[src/rtl/ws2812_frame_ctrl_if.sv]
// Pixel-RAM and encoder handshake bundle for ws2812_frame_ctrl.
// WS2812_BRIGHT_EN adds the bright[7:0] brightness input.
interface ws2812_frame_ctrl_if #(
    parameter int unsigned ADDR_W = 6
);
    logic              start;
    logic              busy;
    logic              frame_done;
    logic              pix_rd_en;
    logic [ADDR_W-1:0] pix_addr;
    logic [23:0]       pix_data;
    logic [23:0]       enc_rgb;
    logic              enc_tx_en;
    logic              enc_tx_done;
`ifdef WS2812_BRIGHT_EN
    logic [7:0]        bright;
`endif

    modport master (
`ifdef WS2812_BRIGHT_EN
        input  bright,
`endif
        input  start, pix_data, enc_tx_done,
        output busy, frame_done, pix_rd_en, pix_addr, enc_rgb, enc_tx_en
    );

    modport slave (
`ifdef WS2812_BRIGHT_EN
        output bright,
`endif
        output start, pix_data, enc_tx_done,
        input  busy, frame_done, pix_rd_en, pix_addr, enc_rgb, enc_tx_en
    );
endinterface

[src/rtl/ws2812_frame_ctrl.sv]
// WS2812 frame sequencer: fetches LED_NUM pixels, gates the encoder on word
// boundaries, then holds the latch interval. Option macro: WS2812_BRIGHT_EN.
module ws2812_frame_ctrl #(
    parameter int unsigned LED_NUM      = 64,
    parameter int unsigned ADDR_W       = 6,
    parameter int unsigned RESET_CYCLES = 15000,
    parameter int unsigned RST_CNT_W    = 16
) (
    input logic                 clk,
    input logic                 rst_n,
    ws2812_frame_ctrl_if.master bus
);
    typedef enum logic [2:0] {
        IDLE,
        FETCH0,
        LOAD0,
        ALIGN,
        SEND,
        LATCH
    } state_t;

    localparam logic [ADDR_W+1:0]    NUM      = (ADDR_W+2)'(LED_NUM);
    localparam logic [RST_CNT_W-1:0] RST_LAST = RST_CNT_W'(RESET_CYCLES - 1);

    state_t               state_q, state_d;
    logic [ADDR_W-1:0]    pix_cnt_q, pix_cnt_d;
    logic [RST_CNT_W-1:0] rst_cnt_q, rst_cnt_d;
    logic [23:0]          nxt_q, nxt_d;
    logic [23:0]          rgb_q, rgb_d;
    logic                 ld_nxt_q, ld_nxt_d;
    logic                 rd_en;
    logic [ADDR_W-1:0]    rd_addr;
    logic                 done;
    logic [23:0]          px_in;
    logic [ADDR_W+1:0]    cnt_ext;
    logic                 last_px;
    logic                 more_rd;

`ifdef WS2812_BRIGHT_EN
    function automatic logic [7:0] scale8(input logic [7:0] c, input logic [7:0] b);
        return 8'((17'(c) * 17'({1'b0, b} + 9'd1)) >> 8);
    endfunction

    assign px_in = {scale8(bus.pix_data[23:16], bus.bright),
                    scale8(bus.pix_data[15:8],  bus.bright),
                    scale8(bus.pix_data[7:0],   bus.bright)};
`else
    assign px_in = bus.pix_data;
`endif

    assign cnt_ext = {2'b00, pix_cnt_q};
    assign last_px = (cnt_ext + (ADDR_W+2)'(1)) == NUM;
    assign more_rd = (cnt_ext + (ADDR_W+2)'(2)) < NUM;

    always_comb begin
        state_d   = state_q;
        pix_cnt_d = pix_cnt_q;
        rst_cnt_d = rst_cnt_q;
        rgb_d     = rgb_q;
        nxt_d     = ld_nxt_q ? px_in : nxt_q;
        rd_en     = 1'b0;
        rd_addr   = '0;
        done      = 1'b0;
        case (state_q)
            IDLE: begin
                pix_cnt_d = '0;
                rst_cnt_d = '0;
                if (bus.start) state_d = FETCH0;
            end
            FETCH0: begin
                rd_en   = 1'b1;
                state_d = LOAD0;
            end
            LOAD0: begin
                rgb_d = px_in;
                if (NUM > (ADDR_W+2)'(1)) begin
                    rd_en   = 1'b1;
                    rd_addr = ADDR_W'(1);
                end
                state_d = ALIGN;
            end
            ALIGN: begin
                if (bus.enc_tx_done) state_d = SEND;
            end
            SEND: begin
                // Each word boundary swaps in the prefetched pixel and
                // requests the one after it, keeping a single pixel in flight.
                if (bus.enc_tx_done) begin
                    if (last_px) begin
                        state_d = LATCH;
                    end else begin
                        rgb_d     = nxt_q;
                        pix_cnt_d = pix_cnt_q + ADDR_W'(1);
                        if (more_rd) begin
                            rd_en   = 1'b1;
                            rd_addr = pix_cnt_q + ADDR_W'(2);
                        end
                    end
                end
            end
            LATCH: begin
                if (rst_cnt_q == RST_LAST) begin
                    done      = 1'b1;
                    rst_cnt_d = '0;
                    state_d   = IDLE;
                end else begin
                    rst_cnt_d = rst_cnt_q + RST_CNT_W'(1);
                end
            end
            default: state_d = IDLE;
        endcase
    end

    // Only the address-0 read lands directly in enc_rgb; all others go to nxt.
    assign ld_nxt_d = rd_en && (state_q != FETCH0);

    always_ff @(posedge clk) begin
        if (!rst_n) begin
            state_q   <= IDLE;
            pix_cnt_q <= '0;
            rst_cnt_q <= '0;
            nxt_q     <= '0;
            rgb_q     <= '0;
            ld_nxt_q  <= 1'b0;
        end else begin
            state_q   <= state_d;
            pix_cnt_q <= pix_cnt_d;
            rst_cnt_q <= rst_cnt_d;
            nxt_q     <= nxt_d;
            rgb_q     <= rgb_d;
            ld_nxt_q  <= ld_nxt_d;
        end
    end

    assign bus.busy       = (state_q != IDLE);
    assign bus.frame_done = done;
    assign bus.pix_rd_en  = rd_en;
    assign bus.pix_addr   = rd_addr;
    assign bus.enc_rgb    = rgb_q;
    assign bus.enc_tx_en  = (state_q == SEND);
endmodule

[src/flat_wrapper.sv]
// flat-port wrapper written by rule: the top's interface ports become plain ports
module ws2812_frame_ctrl_flat 
#(
    parameter int unsigned LED_NUM      = 64,
    parameter int unsigned ADDR_W       = 6,
    parameter int unsigned RESET_CYCLES = 15000,
    parameter int unsigned RST_CNT_W    = 16
)
  (clk, rst_n, bus_start, bus_pix_data, bus_enc_tx_done, bus_busy, bus_frame_done, bus_pix_rd_en, bus_pix_addr, bus_enc_rgb, bus_enc_tx_en);
  ws2812_frame_ctrl_if #(.ADDR_W(ADDR_W)) bus_i ();
  input logic clk;
  input logic rst_n;
  input wire logic [$bits(bus_i.start)-1:0] bus_start;
  input wire logic [$bits(bus_i.pix_data)-1:0] bus_pix_data;
  input wire logic [$bits(bus_i.enc_tx_done)-1:0] bus_enc_tx_done;
  output wire logic [$bits(bus_i.busy)-1:0] bus_busy;
  output wire logic [$bits(bus_i.frame_done)-1:0] bus_frame_done;
  output wire logic [$bits(bus_i.pix_rd_en)-1:0] bus_pix_rd_en;
  output wire logic [$bits(bus_i.pix_addr)-1:0] bus_pix_addr;
  output wire logic [$bits(bus_i.enc_rgb)-1:0] bus_enc_rgb;
  output wire logic [$bits(bus_i.enc_tx_en)-1:0] bus_enc_tx_en;
  assign bus_i.start = bus_start;
  assign bus_i.pix_data = bus_pix_data;
  assign bus_i.enc_tx_done = bus_enc_tx_done;
  assign bus_busy = bus_i.busy;
  assign bus_frame_done = bus_i.frame_done;
  assign bus_pix_rd_en = bus_i.pix_rd_en;
  assign bus_pix_addr = bus_i.pix_addr;
  assign bus_enc_rgb = bus_i.enc_rgb;
  assign bus_enc_tx_en = bus_i.enc_tx_en;
  ws2812_frame_ctrl #(.LED_NUM(LED_NUM), .ADDR_W(ADDR_W), .RESET_CYCLES(RESET_CYCLES), .RST_CNT_W(RST_CNT_W)) u_core (.clk(clk), .rst_n(rst_n), .bus(bus_i));
endmodule
[config.mk]
export PLATFORM = sky130hd
export DESIGN_NAME = ws2812_frame_ctrl_flat
export DESIGN_NICKNAME = d
export VERILOG_FILES = /design/src/rtl/ws2812_frame_ctrl_if.sv /design/src/rtl/ws2812_frame_ctrl.sv /design/src/flat_wrapper.sv
export SDC_FILE = /design/constraint.sdc
export NUM_CORES = 1
export LEC_CHECK = 0
export ABC_AREA = 1
export BUFFER_PORTS_ARGS = -buffer_cell sky130_fd_sc_hd__buf_2
export CORE_MARGIN = 4
export CORE_UTILIZATION = 30
export DETAILED_ROUTE_END_ITERATION = 8
export GPL_ROUTABILITY_DRIVEN = 0
export SYNTH_ARGS = -nofsm -noshare
export SYNTH_HDL_FRONTEND = slang
export SYNTH_SLANG_ARGS = --single-unit
[constraint.sdc]
create_clock -name clk -period 1.8 [get_ports clk]
set_input_delay 0.54 -clock clk [delete_from_list [all_inputs] [get_ports clk]]
set_output_delay 0.54 -clock clk [all_outputs]
set_load 0.005 [all_outputs]
## Yosys cells after proc, flatten, opt, wreduce, memory -nomap -nowiden

Index checks and enable logic that the tools add are counted.

- Bits in writable memories: 0
- Memory bits (read-only): 0
- Bits of input ports: 28
- Logic and storage cells: 60
- Output and inout bits: 34
- Flip-flop bits (word level): 74
- Bits in latches: 0
- Memories: 0

- Reduce and logical (&&, ||, !) cells: 10
- Equal/unequal tests: 14
- Bitwise gates (word level): 0
- Add/subtract/negate cells: 5
- Shift-type cells: 0
- Multiply operators: 0
- Divide/modulo/power cells: 0
- Magnitude comparators: 1
- Muxes and demuxes: 24

Operator list:

| cell | number |
|---|---|
| $mux W24 | 2 |
| $pmux W24 S2 | 1 |
| $pmux W16 S2 | 1 |
| $mux W6 | 5 |
| $pmux W6 S2 | 2 |
| $pmux W3 S6 | 1 |
| $add A16 B1 Y16 const B | 1 |
| $eq A16 B14 Y1 const B | 1 |
| $mux W16 | 1 |
| $mux W3 | 5 |
| $eq A8 B7 Y1 const B | 1 |
| $lt A8 B7 Y1 const B | 1 |
| $ne A2 B2 Y1 const B | 4 |
| $add A6 B1 Y7 const B | 1 |
| $add A6 B2 Y7 const B | 1 |
| $add A6 B1 Y6 const B | 1 |
| $add A6 B2 Y6 const B | 1 |
| $eq A3 B2 Y1 const B | 2 |
| $eq A3 B3 Y1 const B | 2 |
| $reduce_and A3 Y1 | 2 |
| $reduce_bool A2 Y1 | 3 |
| $mux W1 | 5 |
| $reduce_and A5 Y1 | 1 |
| $ne A2 B1 Y1 const B | 2 |
| 7 further kinds | 7 |

## Longest topological paths before layout

Gate-level depths: netlist of the first run.

- Depth after elaboration: 7
- Depth in mapped cells: 10
- Gate-level depth less buffers: 10

## Worst setup path after synthesis of the first run

No wires, ideal clock.

- Path type: reg-to-output
- Start: register u_core.pix_cnt_q[1]
- End: output port bus_pix_addr[3]
- Stages on the path, launching flop included: 6
- Buffers on the path: 0
- Slack: 26 ps
- Data required time: 1260 ps
- Arrival time: 1234 ps
- Path through: dfxtp_1 -> ha_1 -> nand3_1 -> nand4_2 -> nand4_1 -> nor3b_1

- Cells in the longest elaborated chain, start to end: 6
- Elaborated cells between the ends (all ways): 9
- Classes of those cells: add/sub (3); order compare (1); eq/ne (1); mux (4)

Ends and longest elaborated chain:

| what | RTL line | source |
|---|---|---|
| from (decl) | ws2812_frame_ctrl.sv:26 | `logic [ADDR_W-1:0] pix_cnt_q, pix_cnt_d;` |
| from (signal assigned) | ws2812_frame_ctrl.sv:127 | `pix_cnt_q <= pix_cnt_d;` |
| $add A6 B2 Y7 | ws2812_frame_ctrl.sv:53 | `assign more_rd = (cnt_ext + (ADDR_W+2)'(2)) < NUM;` |
| $lt A8 B7 Y1 | ws2812_frame_ctrl.sv:53 |  |
| $mux W6 | ws2812_frame_ctrl.sv:94 | `if (more_rd) begin` |
| $mux W6 * | ws2812_frame_ctrl.sv:89 | `if (last_px) begin` |
| $mux W6 * | ws2812_frame_ctrl.sv:88 | `if (bus.enc_tx_done) begin` |
| $pmux W6 S2 * | ws2812_frame_ctrl.sv:64 | `case (state_q)` |
| to (decl) | flat_wrapper.sv:19 | `output wire logic [$bits(bus_i.pix_addr)-1:0] bus_pix_addr;` |

Mark *: on every way between the ends. The rest lies on a longest branch, timed or not.

## Worst setup path after layout of the first run

- Start: register u_core.pix_cnt_q[2]
- End: output port bus_pix_addr[2]

The elaborated chain is that of the path after synthesis.

==> impl_metrics.yaml, run 1 <==
outcome:
  status: "complete, but fails checks"
  violations: "setup timing"
global_routing:
  grt_util_met1: 0.1765
  grtUsageMet3: 0.03414
  grt-ovfl-total: 0
  grt_pass1_vias: 3675
  track_usage: 0.1443
  antenna_found_initial: 0
  grtUsageMet2: 0.2385
  busiest_layer: "met2"
  grt_first_pass_wirelength_um: 17080
  grt_max_degree: 49
hold_path:
  hold_depth: 2
  holdPathEnd: "u_core.nxt_q[1]"
  hold_path.class: "flop to flop"
  worstHoldStart: "u_core.nxt_q[1]"
sta:
  period_share: 1.187
  drv_slew: 0
  grt_setup_unrepaired: "yes"
  finalClockSkew_ps: 6.708
  layout_setup_ws_ps: -337.4
  relSlewSlack: 0.6014
  worst_slew_pin_slew_ps: 597.3
  period_minus_slack_ps: 2137
  finalHoldViolations: 0
  tns_ps: -3820
  timing.fmax_mhz: 467.8
  finalSetupViolCount: 16
worst_setup_path:
  rr_worst_depth: 16
  critical_path.slowest_cell: "dfxtp_4"
  criticalPathCategory: "flop to output port"
  crit_required_ps: 1260
  rr_startpoint: "u_core.pix_cnt_q[2]"
  cpPeakStageDelay_ps: 360
  crit_chain: "ha_4 -> nand2_2 -> nand2_2 -> nand4_4 -> nand4_1 -> buf_4 -> nor2_1 -> buf_2"
  critPathCaptureType: "output port"
  start_kind: "flop"
  path_buf_inv: 2
  rrSetupSlack_ps: -230
  critPathTopFamily: "simple AND/OR/NAND/NOR gates"
  cp_max_fo: 3
  crit_arrival_ps: 1600
  timing.rr.end: "u_core.state_q[0]"
  crit_top_cell: "nand2_2"
cts:
  ctsHtreeMaxLevel: 3
  cts-root-buf: "clkbuf_16"
  cts_tree: "built"
  ctsHoldBuffers: 0
  cts_buffers: 9
  clkSlewWorstSetupHoldPaths_ps: 60
  cts.sinks: 74
  clk-insertion-delay-late_ps: 330
  max-clock-path-buffers: 2
route:
  drc_errors: 0
  dr.pass1.iters: 5
  wl_um: 10500
  avgRoutedWirePerCell_um: 12.61
  drtIter0Drc: 168
  vias_per_cell: 4.742
  routed-via-count: 3950
  ant_nets: 0
floorplan:
  ios: 62
  die-area_sq_um: 14450
  dieHeight_um: 120.2
  rows: 40
  core-area_sq_um: 12160
  start_util: 0.3106
  die_w_um: 120.2
finish:
  fin_nets: 692
  drive_gt1_frac: 0.2647
  fin_util: 0.4136
  syn_to_final_growth_pct: 33.16
  fill_cells: 1212
  fin_cells: 833
  insertedDiodeCount: 0
yosys:
  syn-cell-area_sq_um: 3777
  synthCells: 565
  syn-num-nets: 596
  ys_types: 30
  yosys_warnings: 0
  syn_area_per_cell_sq_um: 6.686
  synth_top_area_frac: 0.3922
  netlist_top_cells_area: "dfxtp_1 (39%), nand2_1 (14%), a21oi_1 (8.3%), nor2_1 (6.9%), o21ai_0 (6.8%)"
  seq_area_frac_synth: 0.3922
  postSynthRegisterBits: 74
  yosysTopAreaCell: "dfxtp_1"
placed_design:
  preCtsSetupSlack_ps: -33.40
  dp_hpwl_um: 6939
  port_buffers: 61
  dp_cells: 796
power:
  leakage_nw: 2.265
  powerDensity_nw_per_um2: 1490
  power_w: 0.007495
  vdd_ir_drop_max_mv: 0.6504
run:
  drv_cap: 0
[per-stage QoR]
stage	hold WS [ps]	instance area (sq um)
after floorplan	428.9	3777
after global placement	434.7	4404
after detailed placement	441.3	4404
after CTS	436.4	4892
after global routing	458.6	5030
final	448.3	5030
[how the worst max path moves through the flow]
stage                     cells after the start                start               to
after floorplan                               5  u_core.pix_cnt_q[1]  bus_pix_addr[3]
after global placement                        8  u_core.pix_cnt_q[1]  bus_pix_addr[5]
after detailed placement                      7  u_core.pix_cnt_q[2]  bus_pix_addr[5]
after CTS                                     8  u_core.pix_cnt_q[2]  bus_pix_addr[5]
after global routing                          7  u_core.pix_cnt_q[2]  bus_pix_addr[3]
final                                         8  u_core.pix_cnt_q[2]  bus_pix_addr[2]
[metal layers]
metal  routed length, um  vias to the layer above
li1                    -                     2030
met1                4760                     1812
met2                5056                       91
met3                 474                       17
met4                 209                        0
met5                   0                        -
[placed cells by master (no fill, tap or decap), types with 6 or more instances in the layout]
master	count
nand2_1	134
nor2_1	67
dfxtp_1	66
a21oi_1	62
buf_2	61
o21ai_0	51
inv_1	42
buf_4	41
nand3b_1	26
nand3_1	16
nand2_2	10
buf_6	10
clkbuf_16	9
inv_2	8
nand4_1	8
xor2_1	6
dfxtp_2	6
[state kept, by name (all words and copies together), names as in the netlist]
signal,cells
u_core.ld_nxt_q,1
u_core.rst_cnt_q,16
u_core.pix_cnt_q,6
u_core.state_q,3
u_core.bus.enc_rgb,24
u_core.nxt_q,24
[cells by family (layout without fill, tap and decap cells)]
logic type | count (synthesis) | in the layout | share of synthesized area
simple gates | 282 | 283 | 0.3362
compound gates | 120 | 120 | 0.1603
buf+inv | 80 | 179 | 0.08744
flops | 74 | 74 | 0.3922
xor+xnor | 6 | 6 | 0.01391
fa+ha+maj | 3 | 3 | 0.009938
[cells in the mapped netlist]
cell / n
o21ai_1: 4
dfxtp_1: 74
o21a_1: 1
nand4_1: 8
or2_1: 1
nor3_1: 3
nor2_1: 69
buf_4: 6
a21oi_1: 63
buf_2: 6
nand2_4: 1
nand3_2: 2
o211ai_1: 1
inv_2: 5
ha_1: 3
nor3b_1: 2
buf_1: 3
nor2_2: 3
nor4_1: 1
xor2_1: 6
clkinv_1: 1
nor2_4: 1
nand2_1: 141
nand2_2: 4
nand3b_1: 26
o21ai_0: 51
nand4_2: 1
inv_1: 45
clkbuf_1: 14
nand3_1: 19
[layout make-up]
| cell class | count | area (sq um) | area share |
|---|---|---|---|
| Sequential cell | 74 | 1496 | 0.2975 |
| Clock buffer | 10 | 229.0 | 0.04552 |
| Multi-Input combinational cell | 412 | 2101 | 0.4177 |
| Inverter | 51 | 191.4 | 0.03806 |
| Tap cell | 168 | 210.2 | 0.04179 |
| Clock inverter | 5 | 56.30 | 0.01119 |
| Timing Repair Buffer | 113 | 745.7 | 0.1483 |
[timing repair]
item	CTS	global route
gates resized for setup	25	25
setup endpoints to repair	8	33
pin swaps	4	8
cloned	0	1
hold endpoints to repair	0	0
buffers inserted	15	11
[power breakdown]
| part | total [W] | internal (W) | switching, W | leakage (nW) |
|---|---|---|---|---|
| clock | 0.00173 | 0.00106 | 0.000671 | 0.138 |
| sequential | 0.00248 | 0.00220 | 0.000282 | 0.608 |
| combinational | 0.00328 | 0.00132 | 0.00197 | 1.52 |
| total | 0.00749 | 0.00458 | 0.00292 | 2.26 |
[worst register-to-register path: cells and delay by family, from the launching register on]
kind	cells	cell delay [ps]
compound gates	1	200
flops	1	370
buf+inv	9	800
simple gates	6	580
Power figures use the tool's default switching activity.
==> run 2, diff against run 1 <==
--- a/config.mk
+++ b/config.mk
@@ -11,6 +11,8 @@
 export CORE_UTILIZATION = 30
 export DETAILED_ROUTE_END_ITERATION = 8
 export GPL_ROUTABILITY_DRIVEN = 0
+export MAX_ROUTING_LAYER = met4
+export PLACE_DENSITY_LB_ADDON = 0.25
 export SYNTH_ARGS = -nofsm -noshare
 export SYNTH_HDL_FRONTEND = slang
 export SYNTH_SLANG_ARGS = --single-unit
==> run 2 against run 1 <==
The run still ends with setup timing left; core utilization fell by 0.43 points; non-clock buffer count fell by 11; worst hold slack got worse by 2.6 ps; die area did not move; via count fell by 4.1%; sequential power barely moved; first-iteration DRC count rose by 14%; critical path type unchanged; critical endpoint unchanged; highest routed layer unchanged.
==> impl_metrics.yaml, run 2 (synthesis results as in run 1) <==
outcome:
  status: "complete, but fails checks"
  violations: "setup timing"
cts:
  cts_buffers: 9
  cts.sinks: 74
  cts_tree: "built"
  ctsHtreeMaxLevel: 3
  clk-insertion-delay-late_ps: 340
  cts-root-buf: "clkbuf_16"
  max-clock-path-buffers: 2
  clkSlewWorstSetupHoldPaths_ps: 60
power:
  powerDensity_nw_per_um2: 1509
  leakage_nw: 2.211
  vdd_ir_drop_max_mv: 0.7401
placed_design:
  dp_hpwl_um: 6852
  port_buffers: 61
  preCtsSetupSlack_ps: -117.5
route:
  routed-via-count: 3789
  wl_um: 10250
  avgRoutedWirePerCell_um: 12.44
  drtIter0Drc: 191
  ant_nets: 0
  dr.pass1.iters: 5
  drc_errors: 0
  vias_per_cell: 4.598
worst_setup_path:
  cp_max_fo: 3
  crit_required_ps: 1260
  criticalPathCategory: "flop to output port"
  rr_worst_depth: 12
  critical_path.slowest_cell: "dfxtp_2"
  crit_arrival_ps: 1650
  crit_top_cell: "nand2_2"
  cpPeakStageDelay_ps: 340
  critPathCaptureType: "output port"
  crit_chain: "ha_4 -> nand2_2 -> nand2_2 -> nand4_4 -> nand4_1 -> buf_4 -> buf_6 -> nor2_1 -> buf_2"
  start_kind: "flop"
hold_path:
  hold_path.class: "primary input to flop"
  hold_depth: 3
global_routing:
  antenna_found_initial: 1
  grt_max_degree: 49
  track_usage: 0.1473
  grt-ovfl-total: 0
  grt_first_pass_wirelength_um: 16970
  grt_pass1_vias: 3531
sta:
  relSlewSlack: 0.6702
  finalSetupViolCount: 8
  whs_ps: 445.6
  grt_setup_unrepaired: "yes"
  drv_slew: 0
  period_share: 1.216
  timing.fmax_mhz: 457.0
  finalHoldViolations: 0
  worst_slew_pin_slew_ps: 494.6
  finalClockSkew_ps: 6.930
  layout_setup_ws_ps: -388.3
  period_minus_slack_ps: 2188
finish:
  final_common_cell: "nand2_1"
  syn_to_final_growth_pct: 31.77
  fin_nets: 680
  layout_common_cells: "nand2_1 (135), nor2_1 (66), dfxtp_1 (65), a21oi_1 (63), buf_2 (60)"
  drive_gt1_frac: 0.2477
floorplan:
  core-area_sq_um: 12160
  die_w_um: 120.2
  rows: 40
  die-area_sq_um: 14450
  start_util: 0.3106
  ios: 62
  dieHeight_um: 120.2
run:
  drv_cap: 0
==> run 2: path summary, 6_finish.rpt <==
kind	from	to	slack [ps]
worst max register to register	u_core.pix_cnt_q[2]	u_core.bus.enc_rgb[21]	100
worst max-delay path	u_core.pix_cnt_q[1]	bus_pix_addr[2]	-390
worst min register to register	u_core.nxt_q[11]	u_core.nxt_q[11]	450
worst min-delay path	bus_pix_data[20]	u_core.nxt_q[20]	450
==> run 2: power breakdown <==
part	leakage [nW]	switching, W	total [W]	internal [W]
registers	0.608	0.000303	0.00250	0.00219
logic	1.48	0.00191	0.00330	0.00139
clock network	0.128	0.000734	0.00171	0.000980
==> run 2: timing repair <==
action	CTS	global route
endpoints found under the setup margin	9	25
hold endpoints to repair	0	0
gates cloned	0	1
pin swaps	6	10
resized for setup	19	34
buffers inserted	3	4
hold buffers	0	0
==> run 2: through the flow <==
stage,TNS [ps],utilization,power (W),cells,cell area [sq um]
after floorplan,0,-,0.004459,565,3777
after global placement,-377.3,0.3623,0.005463,798,4407
after detailed placement,-511.9,0.3623,0.005514,798,4407
after CTS,-2647,0.3934,0.007370,817,4785
after global routing,-3444,0.4091,0.008149,823,4975
final,-2668,0.4093,0.007510,824,4977
==> run 2: layer usage <==
layer	track usage	wire [um]	vias up
met4	0.04958	152	0
met3	0.03508	524	9
met2	0.2227	4697	59
li1	-	-	2006
met5	-	0	-
met1	0.1946	4877	1715
==> run 2: cell type report <==
| type | count | area (sq um) |
|---|---|---|
| diodes | 2 | 5.005 |
| clock buffers | 10 | 239.0 |
| clock inverters | 6 | 47.55 |
| fillers | 1270 | 7184 |
| inverters | 51 | 193.9 |
| multi-input cells | 411 | 2097 |
| flip-flops and latches | 74 | 1493 |
| well taps | 168 | 210.2 |
| repair buffers | 102 | 691.9 |
==> run 2: worst max-delay path: cells and delay by family, from the launching register on <==
kind / cells / cell delay, ps
AND/OR/NAND/NOR: 5 / 410
adder cells (fa/ha/maj): 1 / 180
buffers and inverters: 3 / 410
flip-flops: 1 / 340
==> run 3, diff against run 2 <==
--- a/config.mk
+++ b/config.mk
@@ -13,6 +13,7 @@
 export GPL_ROUTABILITY_DRIVEN = 0
 export MAX_ROUTING_LAYER = met4
 export PLACE_DENSITY_LB_ADDON = 0.25
+export SETUP_SLACK_MARGIN = 0.3
 export SYNTH_ARGS = -nofsm -noshare
 export SYNTH_HDL_FRONTEND = slang
 export SYNTH_SLANG_ARGS = --single-unit
==> run 3 against run 2 <==
Highest routed layer unchanged; global-route usage is 0.39 points higher; combinational power grew 37%; worst setup slack worse by 34 ps; largest cell class unchanged; the run still ends with setup timing left; sequential power barely moved.
==> impl_metrics.yaml, run 3 (synthesis results as in run 1) <==
route:
  drtIter0Drc: 163
  wl_um: 11290
  drc_errors: 0
  avgRoutedWirePerCell_um: 13.41
  vias_per_cell: 4.728
  routed-via-count: 3981
  ant_nets: 0
  dr.pass1.iters: 4
power:
  p_int_w: 0.005560
  vdd_ir_drop_max_mv: 0.5998
  comb_power_share: 0.505
  power.share.switching: 0.3780
  leakage_nw: 2.424
  powerDensity_nw_per_um2: 1625
  clockPowerShare: 0.216
  p_switching_w: 0.003379
  seq_power_share: 0.279
sta:
  grt_setup_unrepaired: "yes"
  relSlewSlack: 0.6932
  finalSetupViolCount: 8
  drv_slew: 0
  period_share: 1.235
  whs_ps: 449.0
  period_minus_slack_ps: 2222
  layout_setup_ws_ps: -422.4
  finalHoldViolations: 0
  timing.fmax_mhz: 450.0
  finalClockSkew_ps: 5.804
  tns_ps: -2771
  worst_slew_pin_slew_ps: 460.2
finish:
  syn_to_final_growth_pct: 45.64
  drive_gt1_frac: 0.3205
  fill_cells: 1178
  insertedDiodeCount: 0
  fin_nets: 700
  final_common_cell: "nand2_1"
  layout_common_cells: "nand2_1 (135), nor2_1 (63), dfxtp_1 (62), buf_2 (59), o21ai_0 (50)"
worst_setup_path:
  crit_arrival_ps: 1680
  cp_max_fo: 4
  critPathLaunch: "u_core.pix_cnt_q[1]"
  rr_startpoint: "u_core.pix_cnt_q[2]"
  start_kind: "flop"
  critPathCaptureType: "output port"
  crit_required_ps: 1260
  criticalPathCategory: "flop to output port"
cts:
  max-clock-path-buffers: 2
  cts_buffers: 9
  cts-root-buf: "clkbuf_16"
  clkSlewWorstSetupHoldPaths_ps: 60
  clk-insertion-delay-late_ps: 330
  ctsHtreeMaxLevel: 3
  cts_tree: "built"
  cts.sinks: 74
  ctsHoldBuffers: 0
floorplan:
  die-area_sq_um: 14450
  ios: 62
  start_util: 0.3106
  dieHeight_um: 120.2
  core-area_sq_um: 12160
  die_w_um: 120.2
  rows: 40
hold_path:
  worstHoldStart: "u_core.nxt_q[9]"
  hold_path.class: "flop to flop"
run:
  drv_cap: 0
global_routing:
  grt-ovfl-total: 0
  grt_max_degree: 49
  grt_first_pass_wirelength_um: 17480
  antenna_found_initial: 0
  track_usage: 0.1512
  grt_pass1_vias: 3789
outcome:
  status: "complete, but fails checks"
  violations: "setup timing"
placed_design:
  port_buffers: 61
  dp_hpwl_um: 6805
## run 3: what timing repair did
item,CTS,global route
hold endpoints to repair,0,0
gates resized for setup,35,82
gates cloned,1,7
endpoints found under the setup margin,41,59
setup buffers,5,14
pin swaps,4,21
## run 3: per-stage QoR
stage	total power [W]	setup WS (ps)	instance area, sq um	utilization	instances
after CTS	0.007942	-425.6	4960	0.4078	821
after floorplan	0.004487	112.1	3804	-	565
final	0.008939	-422.4	5502	0.4524	842
after global placement	0.005489	-75.01	4437	0.3648	799
after global routing	0.009610	-529.7	5502	0.4524	842
after detailed placement	0.005534	-77.02	4437	0.3648	799
## run 3: worst max-delay path: stages (launching register included)
cell and delay (ps):
dfxtp_4 360, ha_4 170, nand2_2 60, nand2_2 50, nand4_2 100, nand4_1 210
buf_4 220, nor2_1 70, buf_2 110
## run 3: power groups by stage
stage | sequential (W) | combinational (W) | clock, W
floorplan | 0.00248 | 0.00200 | 0
global placement | 0.00248 | 0.00301 | 0
detailed placement | 0.00250 | 0.00304 | 0
CTS | 0.00248 | 0.00349 | 0.00197
global route | 0.00255 | 0.00500 | 0.00205
finish | 0.00249 | 0.00452 | 0.00193
## run 3: worst paths after layout
path / slack, ps / to / depth (start not counted)
setup / recovery: -420 / bus_pix_addr[5] / 8
hold / removal: 450 / u_core.nxt_q[9] / 2
setup reg to reg: 160 / u_core.bus.enc_rgb[9] / 11
hold reg to reg: 450 / u_core.nxt_q[9] / 2
## run 3: final cells by class
class / instances / area (sq um) / area share
sequential: 74 / 1501 / 0.2729
clock inverter: 6 / 90.09 / 0.01637
timing repair buffer: 120 / 984.7 / 0.1790
multi-input combinational: 412 / 2272 / 0.4130
inverter: 51 / 209.0 / 0.03798
clock buffer: 10 / 229.0 / 0.04162
timing repair inverter: 1 / 5.005 / 0.0009097
tap: 168 / 210.2 / 0.03821
## run 3: per-layer routing
metal / vias to the layer above / GRT usage / part of all wire
li1: 2053 / - / -
met1: 1817 / 0.1878 / 0.45
met2: 96 / 0.2381 / 0.48
met3: 15 / 0.03882 / 0.049
met4: 0 / 0.05666 / 0.014
met5: - / - / 0
